==> config.mk <==
export PLATFORM = sky130hd
export DESIGN_NAME = pixel_packer
export DESIGN_NICKNAME = d
export VERILOG_FILES = /design/src/rtl/pixel_packer.sv
export SDC_FILE = /design/constraint.sdc
export NUM_CORES = 1
export LEC_CHECK = 0
export CAP_MARGIN = 20
export CORE_ASPECT_RATIO = 0.7
export CORE_UTILIZATION = 45
export DETAILED_ROUTE_END_ITERATION = 8
export HOLD_SLACK_MARGIN = 0.12
export PLACE_DENSITY = 0.79
export SLEW_MARGIN = 40
export SYNTH_ARGS = -nofsm -noshare
export SYNTH_HDL_FRONTEND = slang
export SYNTH_SLANG_ARGS = --single-unit
==> constraint.sdc <==
create_clock -name clk -period 3.7 [get_ports clk]
set_input_delay 1.11 -clock clk [delete_from_list [all_inputs] [get_ports clk]]
set_output_delay 1.11 -clock clk [all_outputs]
set_load 0.02 [all_outputs]
==> src/rtl/pixel_packer.sv <==
// Packs a single-pixel AXI-Stream frame into PIXELS_PER_BURST-wide words with per-lane
// tkeep and a frame-final tlast, framed by the ap_start/ap_ready/ap_done handshake.
module pixel_packer #(
    parameter int PIXEL_BIT_WIDTH  = 10,
    parameter int PIXELS_PER_BURST = 8,
    parameter int OUT_ROWS         = 10,
    parameter int OUT_COLS         = 10
) (
    input  logic                                         clk,
    input  logic                                         s_axis_resetn,
    input  logic                                         ap_start,
    output logic                                         ap_ready,
    output logic                                         ap_idle,
    output logic                                         ap_done,
    input  logic                                         s_axis_tvalid,
    output logic                                         s_axis_tready,
    input  logic [PIXEL_BIT_WIDTH-1:0]                   s_axis_tdata,
    output logic                                         m_axis_tvalid,
    input  logic                                         m_axis_tready,
    output logic [PIXELS_PER_BURST*PIXEL_BIT_WIDTH-1:0]  m_axis_tdata,
    output logic [PIXELS_PER_BURST-1:0]                  m_axis_tkeep,
    output logic                                         m_axis_tlast
);
    localparam int PW      = PIXEL_BIT_WIDTH;
    localparam int PPB     = PIXELS_PER_BURST;
    localparam int DW      = PPB * PW;
    localparam int N       = OUT_ROWS * OUT_COLS;
    localparam int W       = (N + PPB - 1) / PPB;
    localparam int R       = N % PPB;
    localparam int PIX_CW  = (N > 1) ? $clog2(N + 1) : 1;
    localparam int LANE_CW = $clog2(PPB);
    localparam int WORD_CW = (W > 1) ? $clog2(W + 1) : 1;

    localparam logic [PIX_CW-1:0]  LAST_PIX  = PIX_CW'(N - 1);
    localparam logic [LANE_CW-1:0] LAST_LANE = LANE_CW'(PPB - 1);
    localparam logic [WORD_CW-1:0] LAST_WORD = WORD_CW'(W - 1);
    localparam logic [PPB-1:0]     KEEP_FULL = {PPB{1'b1}};
    localparam logic [PPB-1:0]     KEEP_TAIL = (R == 0) ? KEEP_FULL : PPB'((32'd1 << R) - 32'd1);

    typedef enum logic [1:0] {
        ST_IDLE  = 2'd0,
        ST_RUN   = 2'd1,
        ST_FLUSH = 2'd2
    } state_t;

    state_t             state_r;
    state_t             state_s;
    logic [PIX_CW-1:0]  pix_cnt_r;
    logic [LANE_CW-1:0] lane_cnt_r;
    logic [WORD_CW-1:0] word_cnt_r;
    logic [DW-1:0]      pack_r;
    logic               pend_r;
    logic [PPB-1:0]     pend_keep_r;
    logic               pend_last_r;
    logic [DW-1:0]      out_data_r;
    logic [PPB-1:0]     out_keep_r;
    logic               out_last_r;
    logic               out_valid_r;
    logic               done_r;

    logic               start_s;
    logic               accept_s;
    logic               last_pix_s;
    logic               complete_s;
    logic               out_free_s;
    logic               drain_s;
    logic               load_new_s;
    logic               load_pend_s;
    logic [PPB-1:0]     cmpl_keep_s;
    logic               cmpl_last_s;
    logic [DW-1:0]      word_s;

    assign start_s     = (state_r == ST_IDLE) && ap_start;
    assign accept_s    = (state_r == ST_RUN) && !pend_r && s_axis_tvalid;
    assign last_pix_s  = (pix_cnt_r == LAST_PIX);
    assign complete_s  = accept_s && ((lane_cnt_r == LAST_LANE) || last_pix_s);
    assign drain_s     = out_valid_r && m_axis_tready;
    assign out_free_s  = !out_valid_r || m_axis_tready;
    // A finished word goes straight out when the output slot frees up this cycle,
    // otherwise it parks in the pack register and stalls the input.
    assign load_new_s  = complete_s && out_free_s;
    assign load_pend_s = pend_r && out_free_s;
    assign cmpl_keep_s = last_pix_s ? KEEP_TAIL : KEEP_FULL;
    assign cmpl_last_s = (word_cnt_r == LAST_WORD);

    // Pack register image with the incoming pixel dropped into the current lane.
    always_comb begin
        word_s = pack_r;
        word_s[lane_cnt_r * PW +: PW] = s_axis_tdata;
    end

    // Frame sequencing: IDLE -> RUN on start, RUN -> FLUSH on the last pixel, FLUSH -> IDLE on tlast handshake.
    always_comb begin
        state_s = state_r;
        case (state_r)
            ST_IDLE: begin
                if (ap_start) state_s = ST_RUN;
                else          state_s = ST_IDLE;
            end
            ST_RUN: begin
                if (accept_s && last_pix_s) state_s = ST_FLUSH;
                else                        state_s = ST_RUN;
            end
            ST_FLUSH: begin
                if (drain_s && out_last_r) state_s = ST_IDLE;
                else                       state_s = ST_FLUSH;
            end
            default: state_s = ST_IDLE;
        endcase
    end

    // State register.
    always_ff @(posedge clk or negedge s_axis_resetn) begin
        if (!s_axis_resetn) state_r <= ST_IDLE;
        else                state_r <= state_s;
    end

    // Pixel, lane and word counters.
    always_ff @(posedge clk or negedge s_axis_resetn) begin
        if (!s_axis_resetn) begin
            pix_cnt_r  <= '0;
            lane_cnt_r <= '0;
            word_cnt_r <= '0;
        end else if (start_s) begin
            pix_cnt_r  <= '0;
            lane_cnt_r <= '0;
            word_cnt_r <= '0;
        end else if (accept_s) begin
            pix_cnt_r <= pix_cnt_r + PIX_CW'(1);
            if (complete_s) begin
                lane_cnt_r <= '0;
                word_cnt_r <= word_cnt_r + WORD_CW'(1);
            end else begin
                lane_cnt_r <= lane_cnt_r + LANE_CW'(1);
            end
        end
    end

    // Pack register and parked-word bookkeeping; cleared after every hand-off so a short
    // final word leaves zeros in its unused lanes.
    always_ff @(posedge clk or negedge s_axis_resetn) begin
        if (!s_axis_resetn) begin
            pack_r      <= '0;
            pend_r      <= 1'b0;
            pend_keep_r <= '0;
            pend_last_r <= 1'b0;
        end else if (load_new_s || load_pend_s) begin
            pack_r <= '0;
            pend_r <= 1'b0;
        end else if (complete_s) begin
            pack_r      <= word_s;
            pend_r      <= 1'b1;
            pend_keep_r <= cmpl_keep_s;
            pend_last_r <= cmpl_last_s;
        end else if (accept_s) begin
            pack_r <= word_s;
        end
    end

    // Output register: loads only when empty or draining, so data holds under backpressure.
    always_ff @(posedge clk or negedge s_axis_resetn) begin
        if (!s_axis_resetn) begin
            out_data_r  <= '0;
            out_keep_r  <= '0;
            out_last_r  <= 1'b0;
            out_valid_r <= 1'b0;
        end else if (load_new_s) begin
            out_data_r  <= word_s;
            out_keep_r  <= cmpl_keep_s;
            out_last_r  <= cmpl_last_s;
            out_valid_r <= 1'b1;
        end else if (load_pend_s) begin
            out_data_r  <= pack_r;
            out_keep_r  <= pend_keep_r;
            out_last_r  <= pend_last_r;
            out_valid_r <= 1'b1;
        end else if (drain_s) begin
            out_valid_r <= 1'b0;
            out_last_r  <= 1'b0;
        end
    end

    // One-cycle frame-done pulse following the tlast handshake.
    always_ff @(posedge clk or negedge s_axis_resetn) begin
        if (!s_axis_resetn) done_r <= 1'b0;
        else                done_r <= (state_r == ST_FLUSH) && drain_s && out_last_r;
    end

    assign ap_ready      = (state_r == ST_IDLE);
    assign ap_idle       = (state_r == ST_IDLE);
    assign ap_done       = done_r;
    assign s_axis_tready = (state_r == ST_RUN) && !pend_r;
    assign m_axis_tvalid = out_valid_r;
    assign m_axis_tdata  = out_data_r;
    assign m_axis_tkeep  = out_keep_r;
    assign m_axis_tlast  = out_last_r;

endmodule

==> results of run 1 <==
[flip-flops by register name (all words and copies together), names as in the netlist]
name	count
m_axis_tdata	80
ap_done	1
m_axis_tkeep	2
pack_r	80
pend_last_r	1
lane_cnt_r	3
state_r	2
word_cnt_r	4
m_axis_tlast	1
pend_r	1
pix_cnt_r	7
m_axis_tvalid	1
pend_keep_r	2
[cells by family (layout without fill, tap and decap cells)]
| group | count (synthesis) | after routing |
|---|---|---|
| XOR/XNOR | 13 | 13 |
| adder cells (fa/ha/maj) | 14 | 14 |
| AND/OR/NAND/NOR | 419 | 419 |
| multiplexers | 22 | 22 |
| buffers and inverters | 127 | 275 |
| flip-flops | 185 | 185 |
| AO/OA/AOI/OAI | 384 | 384 |
[through the flow]
| step | std cells | total power [mW] | hold WS [ps] |
|---|---|---|---|
| 3_3_place_gp | 1592 | 10.7 | 450 |
| 2_1_floorplan | 1164 | 7.53 | 435 |
| 3_5_place_dp | 1593 | 10.8 | 458 |
| 4_1_cts | 1624 | 12.9 | 477 |
| 6_report | 1624 | 13.2 | 480 |
| 5_1_grt | 1624 | 13.8 | 492 |
[per-layer routing]
metal | vias up | track usage (%)
met1 | 5194 | 48.0
li1 | 4627 | -
met4 | 0 | 10.2
met5 | - | 0
met2 | 592 | 46.6
met3 | 83 | 6.73
[report_power, final]
part	switching (mW)	internal, mW	total, mW
clock network	0.801	1.28	2.09
logic	5.33	2.88	8.21
registers	0.357	2.54	2.90
total	6.49	6.70	13.2
[layout make-up]
type                    count  area (um2)  share of cell area [%]
well taps                 312         390                    2.96
flip-flops and latches    185        4630                    35.0
clock buffers              20         447                    3.38
inverters                  39         146                    1.11
multi-input cells         852        5440                    41.2
clock inverters            11         219                    1.66
repair buffers            205        1940                    14.7
[placed cells by master, fill, tap and decap left out, types with 21 or more instances in the layout]
cell type / Yosys / final
a21o_1: 24 / 24
a21oi_1: 47 / 46
a22o_1: 24 / 24
buf_4: 8 / 87
clkdlybuf4s50_1: 0 / 107
dfrtp_1: 185 / 185
inv_1: 39 / 39
nand2_1: 122 / 121
nand3_1: 33 / 32
nor2_1: 111 / 111
nor3_1: 33 / 33
o21ai_0: 63 / 63
o32ai_1: 21 / 21
[worst reg2reg max path, stage by stage (launching register included)]
cell     delay [ps]
dfrtp_1         420
ha_1            200
ha_1            280
or4_1           460
nor2_1          120
ha_1            240
inv_1           220
nor2_1           80
a32o_1          400
a32oi_1         570
nor3_1          120
a221o_1         290
[final timing paths]
check,from,end,slack (ps),depth (start not counted)
worst max-delay path,lane_cnt_r[2]$_DFFE_PN0P_,m_axis_tdata[72]$_DFFE_PN0N_,180,11
worst min-delay path,pack_r[70]$_DFFE_PN0P_,pack_r[70]$_DFFE_PN0P_,480,1
worst max register to register,lane_cnt_r[2]$_DFFE_PN0P_,m_axis_tdata[72]$_DFFE_PN0N_,180,11
worst min register to register,pack_r[70]$_DFFE_PN0P_,pack_r[70]$_DFFE_PN0P_,480,1
max in group asynchronous,s_axis_resetn,pack_r[63]$_DFFE_PN0P_,2290,2
min in group asynchronous,s_axis_resetn,m_axis_tkeep[3]$_DFFE_PN0N_,680,1
==> results.ini, run 1 <==
[routing]
wirelength_um=37600
drt-vias-per-instance=6.46
vias=10500
drtIter0Drc=1249
top_layer_used=met4
firstDrtPassIters=5
drc=0
antenna_left=0
met3_length_um=3850
wl_per_cell_um=23.1
route.met2.wl_um=15800
wl_met1_um=17000

[clock_tree]
holdBufCountCts=0
cts_root_buf=clkbuf_16
h-tree-depth=4
tritoncts=yes
clockBufferDepth=2
cts_sinks=185
postCtsSetupRepairBufs=0
cts_made_buffers=17
clk_transition_reported_paths_ps=70
cts.repair.resized=0
clk_latency_ps=450

[global_route]
grt_pass1_vias=9891
grt_pass1_wl_um=58300
antenna_found_initial=0
grt_max_degree=70
grtUsageTotal_pct=32.2
gr-total-overflow=0

[sta]
setup_slack_ps=179
setup_tns_ps=0
finalMaxSlewViolations=0
fin_crit_sh_pct=95.2
finalClockSkew_ps=11.1
setup_viol_count_final=0
fmax_ghz=0.284
rsz0062_at_grt=no
slew-limit-headroom_pct=46.8
fin_crit_ps=3520
tightestPinTransition_ps=792
final_hold_viol_count=0

[place]
io_buffers=108
place_congestion=1.08
hpwl_um=27100
postPlaceCellArea_um2=12500
place_ws_ps=319

[synth]
synth_top_cell_by_area=dfrtp_1
synth_area_um2=10600
synthTopCellsByArea=dfrtp_1 44%, nand2_1 4.3%, nor2_1 3.9%, o21ai_0 3.0%, a21oi_1 2.2%
ys_types=82
syn-num-nets=1193
ys_ff_latch=185
yosysMostFrequentCell=dfrtp_1
ys_top_cells_by_count=185 x dfrtp_1, 122 x nand2_1, 111 x nor2_1, 63 x o21ai_0, 62 x clkbuf_1
synthSimpleGateAreaFrac_pct=19.5
synthArstFlopShare_pct=100
synth_xor_xnor_area_share_pct=1.22
synth_top_area_share_pct=43.8
yosys_warnings=0
synth_compound_area_share_pct=26.6
synthAdderAreaFrac_pct=1.66
synthFlopType=dfrtp_1
seq_area_frac_synth_pct=43.8
synth_edf_count=0
synthMuxAreaShare_pct=2.14
syn_inst=1164
avgSynthCellArea_um2=9.08
synth_top_family_by_area=compound AO/OA/AOI/OAI gates

[critical_path]
crit_path_max_fanout=8
worstPathRequired_ps=4030
critPathTopFamily=compound AO/OA/AOI/OAI gates
critPathLaunchType=flip-flop
end_kind=flip-flop
critPathBufInv=1
crit_top_cell=ha_1
crit_type=flip-flop to flip-flop
slowest_delay_ps=570
arrival_ps=3850
critPathSlowestCell=a32oi_1
crit_chain=ha_1 -> ha_1 -> or4_1 -> nor2_1 -> ha_1 -> inv_1 -> nor2_1 -> a32o_1 -> a32oi_1 -> nor3_1 -> a221o_1

[floorplanning]
start_util_pct=46.2
fp.dieH_um=130
num_rows=46
ios=109
die_area_um2=24100
fp.coreArea_um2=22800
die-width_um=185

[layout]
fin_nets=1329
drive_above_1_share_pct=12.1
fin_area_um2=13200
area.growth.synth_to_final_pct=25.0
fillCellCount=1959
num_antenna_cells=0
utilization_pct=57.8

[outcome]
status=finished, final reports clean

[worst_hold_path]
hp-class=flip-flop to flip-flop

[power]
power.density_nw_per_um2=999
ir_worst_vdd_v=0.000575
p_leak_nw=5.69

[run]
drv_cap=0

Power figures use the tool's default switching activity.
==> run 2: changes to the inputs <==
ABC_CLOCK_PERIOD_IN_PS = 3700   (was not set)
CORE_UTILIZATION = 35   (was 45)
PLACE_DENSITY = 0.67   (was 0.79)
RECOVER_POWER = 50   (was not set)
==> run 2 against run 1 <==
  * The run now ends with capacitance limit, slew limit left
  * Hold slack lost 3.5 ps
  * Cell count increased by 3.9%
  * Sequential share of layout area rose by 0.16 points
  * Clock power is 9% lower
  * First-iteration DRC count shrank 8.1%
  * Global-route usage down 7.0 points
  * Non-clock buffer count down 4
  * Cell area shrank 0.45%
==> results.ini, run 2 (synthesis results as in run 1) <==
[clock_tree]
clockBufferDepth=2  ; unchanged
tritoncts=yes
cts.repair.resized=0  ; unchanged
clk_transition_reported_paths_ps=80  ; about the same
cts_root_buf=clkbuf_16
cts_sinks=185  ; unchanged
holdBufCountCts=0  ; unchanged
cts_made_buffers=17  ; unchanged
h-tree-depth=4  ; unchanged
postCtsSetupRepairBufs=0  ; unchanged
clk_latency_ps=460  ; about the same

[power]
p_leak_nw=5.68  ; -0.28%
p_clk_share_pct=14.7  ; -1.1 points
power.density_nw_per_um2=980  ; -1.8%
ir_worst_vdd_v=0.000454  ; -21%
power_frac_seq_pct=22.3  ; +0.3 points
p_sw_share_pct=50.4  ; +1.2 points
p_comb_share_pct=62.9  ; +0.7 points
p_sw_mw=6.50  ; +0.16%
intPower_mw=6.39  ; -4.6%

[place]
place_ws_ps=309  ; -9.62 ps
place_congestion=1.01  ; -5.7%
hpwl_um=27900  ; +3.2%
io_buffers=108  ; unchanged

[critical_path]
reg2reg_slack_ps=300  ; +130 ps
end_kind=flip-flop
rr_endpoint=m_axis_tdata[53]$_DFFE_PN0N_
worstPathRequired_ps=4080  ; +50 ps
r2r-start=lane_cnt_r[2]$_DFFE_PN0P_
critPathLaunchType=flip-flop
crit_path_max_fanout=8  ; unchanged
r2r_cells=11  ; unchanged
arrival_ps=3780  ; -70 ps
crit_type=flip-flop to flip-flop

[worst_hold_path]
hp-class=flip-flop to flip-flop
min-delay-start=m_axis_tdata[48]$_DFFE_PN0N_
min_path_cells=2  ; +1
holdPathEnd=m_axis_tdata[48]$_DFFE_PN0N_

[routing]
drt-vias-per-instance=6.01  ; -6.9%
wirelength_um=38300  ; +1.8%
drtIter0Drc=1148  ; -8.1%
firstDrtPassIters=6  ; +1
wl_per_cell_um=22.7  ; -2.0%
drc=0  ; unchanged
vias=10100  ; -3.3%
antenna_left=0  ; unchanged

[sta]
tightestPinTransition_ps=2130  ; +1340 ps
fmax_ghz=0.295  ; +3.7%
rsz0062_at_grt=no
setup_slack_ps=305  ; +125 ps
finalMaxSlewViolations=79  ; +79
setup_viol_count_final=0  ; unchanged
finalClockSkew_ps=18.8  ; +7.66 ps
setup_tns_ps=0  ; unchanged
slew-limit-headroom_pct=-41.8  ; -89 points
fin_crit_sh_pct=91.8  ; -3.4 points
fin_crit_ps=3400  ; -125 ps
final_hold_viol_count=0  ; unchanged

[outcome]
violations=capacitance limit, slew limit
status=finished, violations left

[floorplanning]
num_rows=52  ; +13%
die-width_um=210  ; +13%
start_util_pct=36.1  ; -10 points
ios=109  ; unchanged
die_area_um2=30900  ; +28%
fp.dieH_um=147  ; +13%
fp.coreArea_um2=29300  ; +28%

[layout]
drive_above_1_share_pct=11.8  ; -0.35 points
area.growth.synth_to_final_pct=24.5
num_antenna_cells=0  ; unchanged
most-common-layout-cells=185 x dfrtp_1, 121 x nand2_1, 111 x nor2_1
fin_nets=1325  ; -0.30%
final_common_cell=dfrtp_1

[global_route]
grtUsageTotal_pct=25.3  ; -7.0 points
antenna_found_initial=0  ; unchanged
grt_pass1_wl_um=59100  ; +1.5%
grt_max_degree=80  ; +14%
gr-total-overflow=0  ; unchanged
grt_pass1_vias=9639  ; -2.5%

[run]
drv_cap=1  ; +1

==> run 2: how the worst max path moves through the flow <==
| stage | cells past startpoint | endpoint | start |
|---|---|---|---|
| floorplan | 16 | m_axis_tdata[4]$_DFFE_PN0N_ | lane_cnt_r[0]$_DFFE_PN0P_ |
| global placement | 7 | m_axis_tdata[66]$_DFFE_PN0N_ | s_axis_tdata[2] |
| detailed placement | 7 | pack_r[74]$_DFFE_PN0P_ | s_axis_tdata[6] |
| CTS | 10 | m_axis_tdata[76]$_DFFE_PN0N_ | lane_cnt_r[2]$_DFFE_PN0P_ |
| global route | 10 | m_axis_tdata[77]$_DFFE_PN0N_ | lane_cnt_r[2]$_DFFE_PN0P_ |
| finish | 11 | m_axis_tdata[53]$_DFFE_PN0N_ | lane_cnt_r[2]$_DFFE_PN0P_ |
==> run 2: power by group through the flow <==
| stage | logic, mW | registers, mW | clock network (mW) |
|---|---|---|---|
| after floorplan | 4.40 | 3.13 | 0 |
| after global placement | 7.95 | 2.91 | 0 |
| after detailed placement | 7.95 | 2.92 | 0 |
| after CTS | 7.98 | 2.88 | 1.94 |
| after global routing | 8.63 | 2.95 | 2.01 |
| final | 8.11 | 2.88 | 1.90 |
==> run 2: per-layer routing <==
metal | vias to the layer above | GRT usage, % | wire (um)
met5 | - | 0 | 0
li1 | 4618 | - | -
met4 | 0 | 7.59 | 723
met2 | 447 | 34.9 | 15700
met1 | 5030 | 38.2 | 18500
met3 | 51 | 6.44 | 3300
==> run 2: final cells by class <==
type                    count  area (um2)
repair buffers            201        1860
fillers                  2819       16100
clock inverters            13         161
well taps                 378         473
multi-input cells         852        5440
clock buffers              19         443
inverters                  39         146
flip-flops and latches    185        4630
==> run 2: per-stage QoR <==
stage	std cells	power [mW]	hold slack, ps	area [um2]	util [%]
2_1_floorplan	1164	7.53	435	10600	-
3_3_place_gp	1655	10.9	449	12600	43.0
3_5_place_dp	1655	10.9	459	12600	43.0
4_1_cts	1687	12.8	478	13200	45.0
5_1_grt	1687	13.6	496	13200	44.9
6_report	1687	12.9	477	13200	44.9
==> run 2: critical path: stages (launching register included) <==
cell and delay [ps]:
dfrtp_1 420, ha_1 200, ha_1 290, or4_1 450
nor2_1 120, ha_1 150, inv_1 140, buf_4 200
nor4_4 420, o21ai_1 390, or3b_1 450, nand3_1 90
